File: src/rtl/dds_pkg.sv
// dds_pkg: shared sample width and capture FSM state type for the DDS sample capture path.
package dds_pkg;
  localparam int SAMPLE_W = 16;
  typedef enum logic [1:0] {IDLE, ARMED, CAPTURE, DONE} cap_state_t;
endpackage

File: src/rtl/dds_cap_fifo.sv
// dds_cap_fifo: DEPTH x W synchronous FIFO with flush, occupancy count and registered read data.
module dds_cap_fifo import dds_pkg::*; #(
  parameter int W = SAMPLE_W,
  parameter int DEPTH = 16
) (
  input  logic                       clk,
  input  logic                       rst_n,
  input  logic                       flush,
  input  logic                       wr,
  input  logic [W-1:0]               wr_data,
  input  logic                       rd,
  output logic [W-1:0]               rd_data,
  output logic                       rd_vld,
  output logic [$clog2(DEPTH):0]     count
);
  localparam int AW = $clog2(DEPTH);
  logic [W-1:0] mem [DEPTH];
  logic [AW-1:0] wp, rp;
  logic do_wr, do_rd;
  assign do_wr = wr & ~flush & (count != (AW+1)'(DEPTH));
  assign do_rd = rd & ~flush & (count != '0);
  always_ff @(posedge clk)
    if (do_wr) mem[wp] <= wr_data;
  // pointers wrap naturally since DEPTH is a power of two
  always_ff @(posedge clk or negedge rst_n)
    if (!rst_n) begin
      wp <= '0;
      rp <= '0;
      count <= '0;
      rd_data <= '0;
      rd_vld <= 1'b0;
    end else begin
      rd_vld <= do_rd;
      if (do_rd) rd_data <= mem[rp];
      if (flush) begin
        wp <= '0;
        rp <= '0;
        count <= '0;
      end else begin
        wp <= wp + AW'(do_wr);
        rp <= rp + AW'(do_rd);
        count <= count + (AW+1)'(do_wr) - (AW+1)'(do_rd);
      end
    end
endmodule

File: src/rtl/dds_sample_capture.sv
// dds_sample_capture: captures a decimated burst of DDS samples into a FIFO for host readout.
// Define DDS_CAP_TRIGGER_EN to start each burst on a rising zero-crossing of the sample stream.
module dds_sample_capture #(
  parameter int SAMPLE_W = dds_pkg::SAMPLE_W,
  parameter int DEPTH = 16,
  parameter int DECIM_W = 8
) (
  input  logic                     clk,
  input  logic                     rst_n,
  input  logic [SAMPLE_W-1:0]      sample_i,
  input  logic                     sample_vld_i,
  input  logic                     arm_i,
  input  logic [DECIM_W-1:0]       decim_i,
  input  logic                     rd_req_i,
  output logic [SAMPLE_W-1:0]      rd_data_o,
  output logic                     rd_vld_o,
  output logic [$clog2(DEPTH):0]   count_o,
  output logic                     busy_o,
  output logic                     done_o,
  output logic                     underflow_o
);
  import dds_pkg::*;
  localparam int CW = $clog2(DEPTH) + 1;
  cap_state_t state;
  logic arm_prev, rd_prev, arm_edge, rd_edge;
  logic [DECIM_W-1:0] decim_q, dcnt;
  logic [CW-1:0] wr_cnt;
  logic start, trig, cap_wr, wr;
  always_ff @(posedge clk or negedge rst_n)
    if (!rst_n) begin
      arm_prev <= 1'b0;
      rd_prev <= 1'b0;
      arm_edge <= 1'b0;
      rd_edge <= 1'b0;
    end else begin
      arm_prev <= arm_i;
      rd_prev <= rd_req_i;
      arm_edge <= arm_i & ~arm_prev;
      rd_edge <= rd_req_i & ~rd_prev;
    end
  assign start = arm_edge & (state == IDLE || state == DONE);
`ifdef DDS_CAP_TRIGGER_EN
  logic prev_sign;
  assign trig = (state == ARMED) & sample_vld_i & prev_sign & ~sample_i[SAMPLE_W-1];
`else
  assign trig = 1'b0;
`endif
  // the write that completes the burst is followed by one cycle in CAPTURE that must not write
  assign cap_wr = (state == CAPTURE) & sample_vld_i & (dcnt == '0) & (wr_cnt != CW'(DEPTH));
  assign wr = cap_wr | trig;
  always_ff @(posedge clk or negedge rst_n)
    if (!rst_n) begin
      state <= IDLE;
      busy_o <= 1'b0;
      done_o <= 1'b0;
      underflow_o <= 1'b0;
      decim_q <= '0;
      dcnt <= '0;
      wr_cnt <= '0;
`ifdef DDS_CAP_TRIGGER_EN
      prev_sign <= 1'b0;
`endif
    end else begin
      case (state)
        IDLE, DONE: if (arm_edge) begin
          state <= ARMED;
          busy_o <= 1'b1;
          done_o <= 1'b0;
          decim_q <= decim_i;
          dcnt <= '0;
          wr_cnt <= '0;
`ifdef DDS_CAP_TRIGGER_EN
          prev_sign <= 1'b0;
`endif
        end
        ARMED: begin
`ifdef DDS_CAP_TRIGGER_EN
          if (sample_vld_i) prev_sign <= sample_i[SAMPLE_W-1];
          if (trig) begin
            state <= CAPTURE;
            dcnt <= decim_q;
            wr_cnt <= CW'(1);
          end
`else
          state <= CAPTURE;
`endif
        end
        default: if (wr_cnt == CW'(DEPTH)) begin
          state <= DONE;
          busy_o <= 1'b0;
          done_o <= 1'b1;
        end else if (sample_vld_i) begin
          dcnt <= (dcnt == '0) ? decim_q : dcnt - DECIM_W'(1);
          wr_cnt <= wr_cnt + CW'(cap_wr);
        end
      endcase
      underflow_o <= start ? 1'b0 : (underflow_o | (rd_edge & (count_o == '0)));
    end
  dds_cap_fifo #(.W(SAMPLE_W), .DEPTH(DEPTH)) u_fifo (
    .clk(clk),
    .rst_n(rst_n),
    .flush(start),
    .wr(wr),
    .wr_data(sample_i),
    .rd(rd_edge),
    .rd_data(rd_data_o),
    .rd_vld(rd_vld_o),
    .count(count_o)
  );
endmodule

File: config.mk
export PLATFORM = sky130hd
export DESIGN_NAME = dds_sample_capture
export DESIGN_NICKNAME = d
export VERILOG_FILES = /design/src/rtl/dds_pkg.sv /design/src/rtl/dds_cap_fifo.sv /design/src/rtl/dds_sample_capture.sv
export SDC_FILE = /design/constraint.sdc
export NUM_CORES = 1
export LEC_CHECK = 0
export ABC_AREA = 1
export CORE_ASPECT_RATIO = 1.1
export CORE_MARGIN = 8
export CORE_UTILIZATION = 45
export DETAILED_ROUTE_END_ITERATION = 10
export HOLD_SLACK_MARGIN = 0.08
export RECOVER_POWER = 25
export SLEW_MARGIN = 10
export SYNTH_ARGS = -nofsm -noshare
export SYNTH_HDL_FRONTEND = slang
export SYNTH_SLANG_ARGS = --single-unit
File: constraint.sdc
create_clock -name clk -period 5.56 [get_ports clk]
set_clock_uncertainty 0.05 [all_clocks]
set_input_delay 0.556 -clock clk [delete_from_list [all_inputs] [get_ports clk]]
set_output_delay 0.556 -clock clk [all_outputs]
set_load 0.03 [all_outputs]
==> impl_results.html <==
<table>
<tr><th>Metric</th><th>Value</th></tr>
<tr><th colspan="2">Run status</th></tr>
<tr><td>Result of the run</td><td>complete, but fails checks</td></tr>
<tr><td>Violated checks</td><td>capacitance limit, slew limit</td></tr>
<tr><th colspan="2">Yosys</th></tr>
<tr><td>Complex-gate fraction of the synthesized area</td><td>1.08%</td></tr>
<tr><td>Syn. warnings</td><td>0</td></tr>
<tr><td>Sequential share of the synthesized area</td><td>66.2%</td></tr>
<tr><td>Number of register bits inferred by synthesis</td><td>316</td></tr>
<tr><td>Share of synthesized cell area in and, or, nand and nor gates</td><td>22.4%</td></tr>
<tr><td>Cells after Synth</td><td>1395</td></tr>
<tr><td>Distinct cells, synth</td><td>30</td></tr>
<tr><td>Largest family of logic cells by synthesized area</td><td>simple AND/OR/NAND/NOR gates</td></tr>
<tr><td>Synthesized area</td><td>0.0139 mm^2</td></tr>
<tr><td>Multiplexer area fraction after synthesis</td><td>0%</td></tr>
<tr><td>Average cell area after synthesis</td><td>9.96 um^2</td></tr>
<tr><td>Xor/xnor share of the synthesized area</td><td>0.504%</td></tr>
<tr><td>Net count of the mapped netlist</td><td>1441</td></tr>
<tr><td>Adder and majority cell fraction of the synthesized area</td><td>1.59%</td></tr>
<tr><th colspan="2">CTS</th></tr>
<tr><td>Clock insertion delay at the later pin of the skew report</td><td>0.51 ns</td></tr>
<tr><td>Number of buffers added by the clock tree synthesis step</td><td>34</td></tr>
<tr><td>Clock transition at the registers of the reported paths</td><td>0.06 ns</td></tr>
<tr><td>Cell chosen for the clock root</td><td>sky130_fd_sc_hd__clkbuf_16</td></tr>
<tr><td>Maximum count of clock buffers along a single path</td><td>3</td></tr>
<tr><td>CTS H-Tree Depth</td><td>2</td></tr>
<tr><td>CTS sink count</td><td>316</td></tr>
<tr><td>Post-cts sizing count</td><td>0</td></tr>
<tr><td>Hold buffer count at cts</td><td>0</td></tr>
<tr><td>TritonCTS clock tree</td><td>built</td></tr>
<tr><td>Setup repair bufs after CTS</td><td>0</td></tr>
<tr><th colspan="2">Floorplan</th></tr>
<tr><td>Ports placed on the boundary</td><td>54</td></tr>
<tr><td>Die width</td><td>184 um</td></tr>
<tr><td>Overall die height</td><td>200 um</td></tr>
<tr><td>Std-Cell Rows</td><td>67</td></tr>
<tr><td>Die area</td><td>0.0367 mm^2</td></tr>
<tr><td>Core outline area</td><td>0.0304 mm^2</td></tr>
<tr><td>Initial cell density of the core</td><td>45.6%</td></tr>
<tr><th colspan="2">STA</th></tr>
<tr><td>Number of setup violations in the final report</td><td>0</td></tr>
<tr><td>Post-route worst setup slack</td><td>1.64 ns</td></tr>
<tr><td>Max Freq</td><td>255 MHz</td></tr>
<tr><td>Ratio of final minimum period to clock period</td><td>70.5%</td></tr>
<tr><td>Final Critical Period</td><td>3.92 ns</td></tr>
<tr><td>Max_slew headroom</td><td>-118%</td></tr>
<tr><td>RSZ-0062 raised after global routing</td><td>no</td></tr>
<tr><td>Slew at the pin closest to its max-slew limit</td><td>3.27 ns</td></tr>
<tr><td>Final-report max-slew violation count</td><td>61</td></tr>
<tr><td>Final number of hold-violating endpoints</td><td>0</td></tr>
<tr><td>Post-Route Setup TNS</td><td>0 ns</td></tr>
<tr><th colspan="2">Pwr</th></tr>
<tr><td>Leak pwr</td><td>6.94 nW</td></tr>
<tr><td>Final Total Pwr</td><td>7.75 mW</td></tr>
<tr><td>Power density relative to cell area</td><td>490 mW/mm^2</td></tr>
<tr><td>Worst-case vdd ir drop</td><td>263 uV</td></tr>
<tr><th colspan="2">Worst setup path</th></tr>
<tr><td>Category of the worst setup path launch point</td><td>flip-flop</td></tr>
<tr><td>WS Path Type</td><td>flip-flop to flip-flop</td></tr>
<tr><td>Data arrival time of the critical path</td><td>4.30 ns</td></tr>
<tr><td>Reg-to-reg critical path startpoint</td><td>state[0]$_DFFE_PN0P_</td></tr>
<tr><td>Kind of capture point of the worst setup path</td><td>flip-flop</td></tr>
<tr><td>Worst R2R Setup Slack</td><td>1.64 ns</td></tr>
<tr><td>Destination of the worst register-to-register timing path</td><td>u_fifo.count[4]$_DFF_PN0_</td></tr>
<tr><td>Depth of the most critical reg-to-reg path</td><td>15</td></tr>
<tr><td>Required arrival time at the worst endpoint</td><td>5.94 ns</td></tr>
<tr><td>Highest fanout seen on the critical path</td><td>20</td></tr>
<tr><th colspan="2">Global routing</th></tr>
<tr><td>Via count of the first global-routing pass</td><td>9066</td></tr>
<tr><td>First-pass GRT wire length</td><td>53900 um</td></tr>
<tr><td>Antenna violations before repair</td><td>0</td></tr>
<tr><td>Global routing usage summed across all routing layers</td><td>19.0%</td></tr>
<tr><td>Largest net degree at the start of global routing</td><td>67</td></tr>
<tr><td>Overflow after GRT</td><td>0</td></tr>
<tr><th colspan="2">Placement</th></tr>
<tr><td>HPWL reported at the end of detailed placement</td><td>20900 um</td></tr>
<tr><td>Port bufs</td><td>53</td></tr>
<tr><td>Minimum setup slack after placement</td><td>1.57 ns</td></tr>
<tr><td>Weighted congestion at the end of routability-driven global placement</td><td>0.786</td></tr>
<tr><td>Dpl cell area</td><td>0.0148 mm^2</td></tr>
<tr><td>Cell total after placement</td><td>1813</td></tr>
<tr><th colspan="2">Finish</th></tr>
<tr><td>Post-layout instance count excluding filler cells</td><td>1871</td></tr>
<tr><td>Number of nets in the layout</td><td>1481</td></tr>
<tr><td>Post-route design area</td><td>0.0158 mm^2</td></tr>
<tr><td>Antenna diodes</td><td>0</td></tr>
<tr><td>Layout cells sized above 1</td><td>5.97%</td></tr>
<tr><td>Area growth syn-to-layout</td><td>13.9%</td></tr>
<tr><th colspan="2">Detailed routing</th></tr>
<tr><td>Via Count</td><td>9321</td></tr>
<tr><td>ANT nets after route</td><td>0</td></tr>
<tr><td>Wire length on met1</td><td>14900 um</td></tr>
<tr><td>Routed length on met3</td><td>1730 um</td></tr>
<tr><td>Via count normalized by instance count</td><td>4.98</td></tr>
<tr><td>Routed Wire Length</td><td>34800 um</td></tr>
<tr><td>Uppermost signal routing layer after detailed routing</td><td>met4</td></tr>
<tr><td>Count of routing violations after the opening detailed-route iteration</td><td>746</td></tr>
<tr><td>Wire length on met2</td><td>17300 um</td></tr>
<tr><td>Routed len/inst</td><td>18.6 um</td></tr>
<tr><td>Number of remaining DRC errors</td><td>0</td></tr>
<tr><td>Total iterations of the first detailed-routing run</td><td>5</td></tr>
<tr><th colspan="2">Worst hold path</th></tr>
<tr><td>Min-Delay Path Class</td><td>flip-flop to flip-flop</td></tr>
<tr><td>Destination of the worst hold path</td><td>arm_edge$_DFF_PN0_</td></tr>
<tr><td>Cell depth of the worst hold path</td><td>1</td></tr>
<tr><td>Worst Hold Launch</td><td>arm_prev$_DFF_PN0_</td></tr>
<tr><th colspan="2">Flow run</th></tr>
<tr><td>Count of max-cap constraint violations</td><td>1</td></tr>
</table>
power breakdown:
part	leakage, nW	total (mW)	switching (mW)	internal (mW)
Combinational	3.36	2.68	1.90	0.787
Sequential	3.07	2.92	0.160	2.76
Clock	0.517	2.15	0.894	1.25
Total	6.94	7.75	2.95	4.80
final cells by class:
cell class / instances / area, um^2
inverter: 236 / 887
fill: 2648 / 14600
clock inverter: 13 / 88.8
tap: 414 / 518
multi-input combinational: 786 / 3590
clock buffer: 45 / 956
timing repair buffer: 61 / 582
sequential: 316 / 9190
synthesized netlist by cell type:
master                     instances  area share, %
sky130_fd_sc_hd__clkinv_1          2          0.054
sky130_fd_sc_hd__nand3_1         205            7.4
sky130_fd_sc_hd__o21ai_0          18           0.65
sky130_fd_sc_hd__or2_2             2          0.090
sky130_fd_sc_hd__nand3_4           1           0.13
sky130_fd_sc_hd__o22ai_1           1          0.045
sky130_fd_sc_hd__nor2_4            1          0.081
sky130_fd_sc_hd__xor2_1            5           0.32
sky130_fd_sc_hd__a31oi_1           1          0.045
sky130_fd_sc_hd__nor2_1           36           0.97
sky130_fd_sc_hd__edfxtp_1        256             55
sky130_fd_sc_hd__fa_1              1           0.14
sky130_fd_sc_hd__buf_2            41            1.5
sky130_fd_sc_hd__nor2_2            1          0.045
sky130_fd_sc_hd__nand2_1         473             13
sky130_fd_sc_hd__nor2_8            1           0.14
sky130_fd_sc_hd__a21oi_1           8           0.29
sky130_fd_sc_hd__inv_1           233            6.3
sky130_fd_sc_hd__nand2_2           1          0.045
sky130_fd_sc_hd__nand3_2           2           0.14
sky130_fd_sc_hd__xnor2_1           3           0.19
sky130_fd_sc_hd__clkbuf_1         10           0.27
sky130_fd_sc_hd__ha_1             16            1.4
sky130_fd_sc_hd__buf_1             6           0.16
sky130_fd_sc_hd__inv_2             1          0.027
sky130_fd_sc_hd__nand4_1           3           0.14
sky130_fd_sc_hd__nor3_1            2          0.072
sky130_fd_sc_hd__o21bai_1          1          0.054
sky130_fd_sc_hd__dfrtp_1          60             11
sky130_fd_sc_hd__nand4_2           4           0.36
through the flow:
stage	util, %	hold slack [ns]
6_report	52.0	0.348
5_1_grt	52.0	0.365
4_1_cts	52.0	0.187
3_5_place_dp	48.6	0.341
3_3_place_gp	48.6	0.339
2_1_floorplan	-	0.210
worst max-delay path: stages, from the launching register on:
cell                       delay (ns)
sky130_fd_sc_hd__dfrtp_1         0.39
sky130_fd_sc_hd__inv_1           0.06
sky130_fd_sc_hd__ha_1            0.34
sky130_fd_sc_hd__nand2_1         0.42
sky130_fd_sc_hd__nand3_2         0.46
sky130_fd_sc_hd__clkinv_1        0.47
sky130_fd_sc_hd__ha_1            0.44
sky130_fd_sc_hd__inv_1           0.06
sky130_fd_sc_hd__ha_1            0.15
sky130_fd_sc_hd__inv_1           0.06
sky130_fd_sc_hd__fa_1            0.38
sky130_fd_sc_hd__inv_1           0.10
sky130_fd_sc_hd__a21oi_1         0.07
sky130_fd_sc_hd__o21bai_1        0.16
sky130_fd_sc_hd__o21ai_0         0.10
sky130_fd_sc_hd__a21oi_1         0.15
worst max-delay path by stage:
stage	startpoint	to	cells after the start	slack, ns
2_1_floorplan	u_fifo.count[3]$_DFF_PN0_	u_fifo.count[4]$_DFF_PN0_	16	2.70
3_3_place_gp	state[0]$_DFFE_PN0P_	u_fifo.count[4]$_DFF_PN0_	15	1.63
3_5_place_dp	state[0]$_DFFE_PN0P_	u_fifo.count[4]$_DFF_PN0_	15	1.57
4_1_cts	state[0]$_DFFE_PN0P_	u_fifo.count[4]$_DFF_PN0_	15	1.54
5_1_grt	rst_n	u_fifo.rp[0]$_DFF_PN0_	2	1.12
6_report	state[0]$_DFFE_PN0P_	u_fifo.count[4]$_DFF_PN0_	15	1.64
registers in the layout, indices dropped and copies added (netlist names), 2 cells and up:
register and count:
u_fifo.count 5, u_fifo.wp 4, u_fifo.mem 256, u_fifo.rd_data 16
dcnt 8, u_fifo.rp 4, decim_q 8, wr_cnt 5
state 2
logic make-up (layout without fill, tap and decap cells):
kind of cell / count (synthesis) / count (layout)
compound gates: 29 / 29
xor+xnor: 8 / 8
fa+ha+maj: 17 / 17
buf+inv: 293 / 355
flops: 316 / 316
simple gates: 732 / 732
layer usage:
layer	up-vias	global-route usage, %
met4	0	5.73
li1	4540	-
met5	-	0
met1	4479	25.6
met2	252	31.7
met3	50	2.41
cells in the final DEF, fill, tap and decap left out, types with 2 or more instances in the layout:
cell	n
sky130_fd_sc_hd__dfrtp_1	58
sky130_fd_sc_hd__o21ai_0	18
sky130_fd_sc_hd__nand3_1	205
sky130_fd_sc_hd__or2_2	2
sky130_fd_sc_hd__nor2_2	17
sky130_fd_sc_hd__xnor2_1	3
sky130_fd_sc_hd__clkinv_2	8
sky130_fd_sc_hd__edfxtp_1	256
sky130_fd_sc_hd__clkdlybuf4s50_1	43
sky130_fd_sc_hd__nand4_1	3
sky130_fd_sc_hd__dlygate4sd3_1	9
sky130_fd_sc_hd__clkbuf_16	37
sky130_fd_sc_hd__xor2_1	5
sky130_fd_sc_hd__buf_4	7
sky130_fd_sc_hd__clkinv_1	6
sky130_fd_sc_hd__a21oi_1	8
sky130_fd_sc_hd__nor3_1	2
sky130_fd_sc_hd__inv_1	232
sky130_fd_sc_hd__nor2_1	20
sky130_fd_sc_hd__clkbuf_1	9
sky130_fd_sc_hd__ha_1	16
sky130_fd_sc_hd__nand2_1	473
sky130_fd_sc_hd__nand4_2	4
sky130_fd_sc_hd__nand3_2	2
Note: power is estimated with default switching activity, not from simulation.
==> variant: new RTL, same settings <==
Build with the macro `DDS_CAP_TRIGGER_EN` defined.
--- a/src/rtl/dds_sample_capture.sv
+++ b/src/rtl/dds_sample_capture.sv
@@ -1,5 +1,7 @@
 // dds_sample_capture: captures a decimated burst of DDS samples into a FIFO for host readout.
 // Define DDS_CAP_TRIGGER_EN to start each burst on a rising zero-crossing of the sample stream.
+`define DDS_CAP_TRIGGER_EN
+
 module dds_sample_capture #(
   parameter int SAMPLE_W = dds_pkg::SAMPLE_W,
   parameter int DEPTH = 16,
Behaviour: not the same (Yosys sat finds a counterexample within 10 cycles, from zero or initial values and one cycle with rst_n low).
==> variant against the original RTL <==
The run still ends with capacitance limit, slew limit left. Setup slack improved by 160 ps. Power fell by 1.9%. Hold slack got worse by 3.0 ps. Cell area rose by 1.3%. Wire length barely moved. Sequential cell count rose by 1. Die area rose by 1.3%. Sequential share of layout area fell by 0.57 points. Synthesized area rose by 1.4%. Critical path type unchanged. Critical endpoint unchanged. Largest cell class unchanged.
==> variant: results (changes against the original RTL) <==
Logic synthesis
  • Compound-Gate Fraction of Synth Area: 1.963% (+0.88 points)
  • Largest cells by area after synthesis: edfxtp_1 (55%), nand2_1 (12%), dfrtp_1 (11%), nand3_1 (7.5%), inv_1 (6.4%)
  • Commonest cells in the netlist: nand2_1 (455), edfxtp_1 (256), inv_1 (242)
  • Xor/xnor share of the synthesized area: 0.3108% (-0.19 points)
  • Mapped Avg Cell Area: 9.838 um^2 (-1.2%)
  • Post-Synth Adder-Cell Area: 1.563% (-0.022 points)

Worst setup path
  • Flop2flop setup slack: 1800 ps (+160 ps)
  • Slowest cell delay on critical path: 600 ps (+130 ps)

GRT
  • First-pass GRT wire length: 54100 um (+0.32%)
  • Vias in the first global route: 9084 (+0.20%)
  • Met3 usage: 2.399% (-0.0083 points)

STA
  • Headroom to the max-slew limit: -124.6% (-6.3 points)
  • Final Slew Violations: 62 (+1.6%)
  • Final min period: 3765 ps (-155.5 ps)

Detailed routing
  • Met3 wire length: 1743 um (+0.98%)
  • Detailed Route Iter0 Violations: 853 (+14%)
  • Routed vias: 9506 (+2.0%)

Cells and area
  • Inverters excl. clock: 248 (+5.1%)
  • Clock buf/inv share: 6.961% (+0.35 points)
  • # clk buffers: 51 (+13%)
  • Fraction of area in multi-input gates: 22.73% (+0.029 points)
  • Register Area: 0.009219 mm^2 (+0.27%)
  • Signal buffers: 59 (-3.3%)

Run
  • Max Cap Viol: 1 (unchanged)

Place
  • Hpwl dp: 22270 um (+6.5%)

Power and ir drop
  • Pleak: 6.954 nW (+0.16%)

Outcome
  • Outcome: complete, but fails checks
  • Failing checks: capacitance limit, slew limit

Clocking
  • Num Clock Sinks: 317 (+0.32%)

Worst hold path
  • Min-delay src: rd_prev$_DFF_PN0_
## variant: changes by cell type after synthesis, moves of 7 or more
| cell | unedited run | this run |
|---|---|---|
| buf_2 | 41 | 24 |
| nand3_1 | 205 | 212 |
| nand2_1 | 473 | 455 |
| buf_4 | 0 | 16 |
| o21ai_0 | 18 | 28 |
| inv_1 | 233 | 242 |
| nor2_1 | 36 | 54 |
| a21oi_1 | 8 | 17 |
## variant: power breakdown
| part | total (W) | leakage [nW] | internal (W) | switching [W] |
|---|---|---|---|---|
| sequential | 0.00294 | 3.07 | 0.00274 | 0.000199 |
| combinational | 0.00241 | 3.34 | 0.000742 | 0.00166 |
| clock | 0.00226 | 0.537 | 0.00137 | 0.000891 |
| total | 0.00761 | 6.95 | 0.00485 | 0.00275 |
## variant: kinds of logic (layout without fill, tap and decap cells)
group | count (synthesis) | count (layout)
compound gates | 53 | 53
xor+xnor | 5 | 5
fa+ha+maj | 17 | 17
buf+inv | 307 | 369
flops | 317 | 317
simple gates | 733 | 733
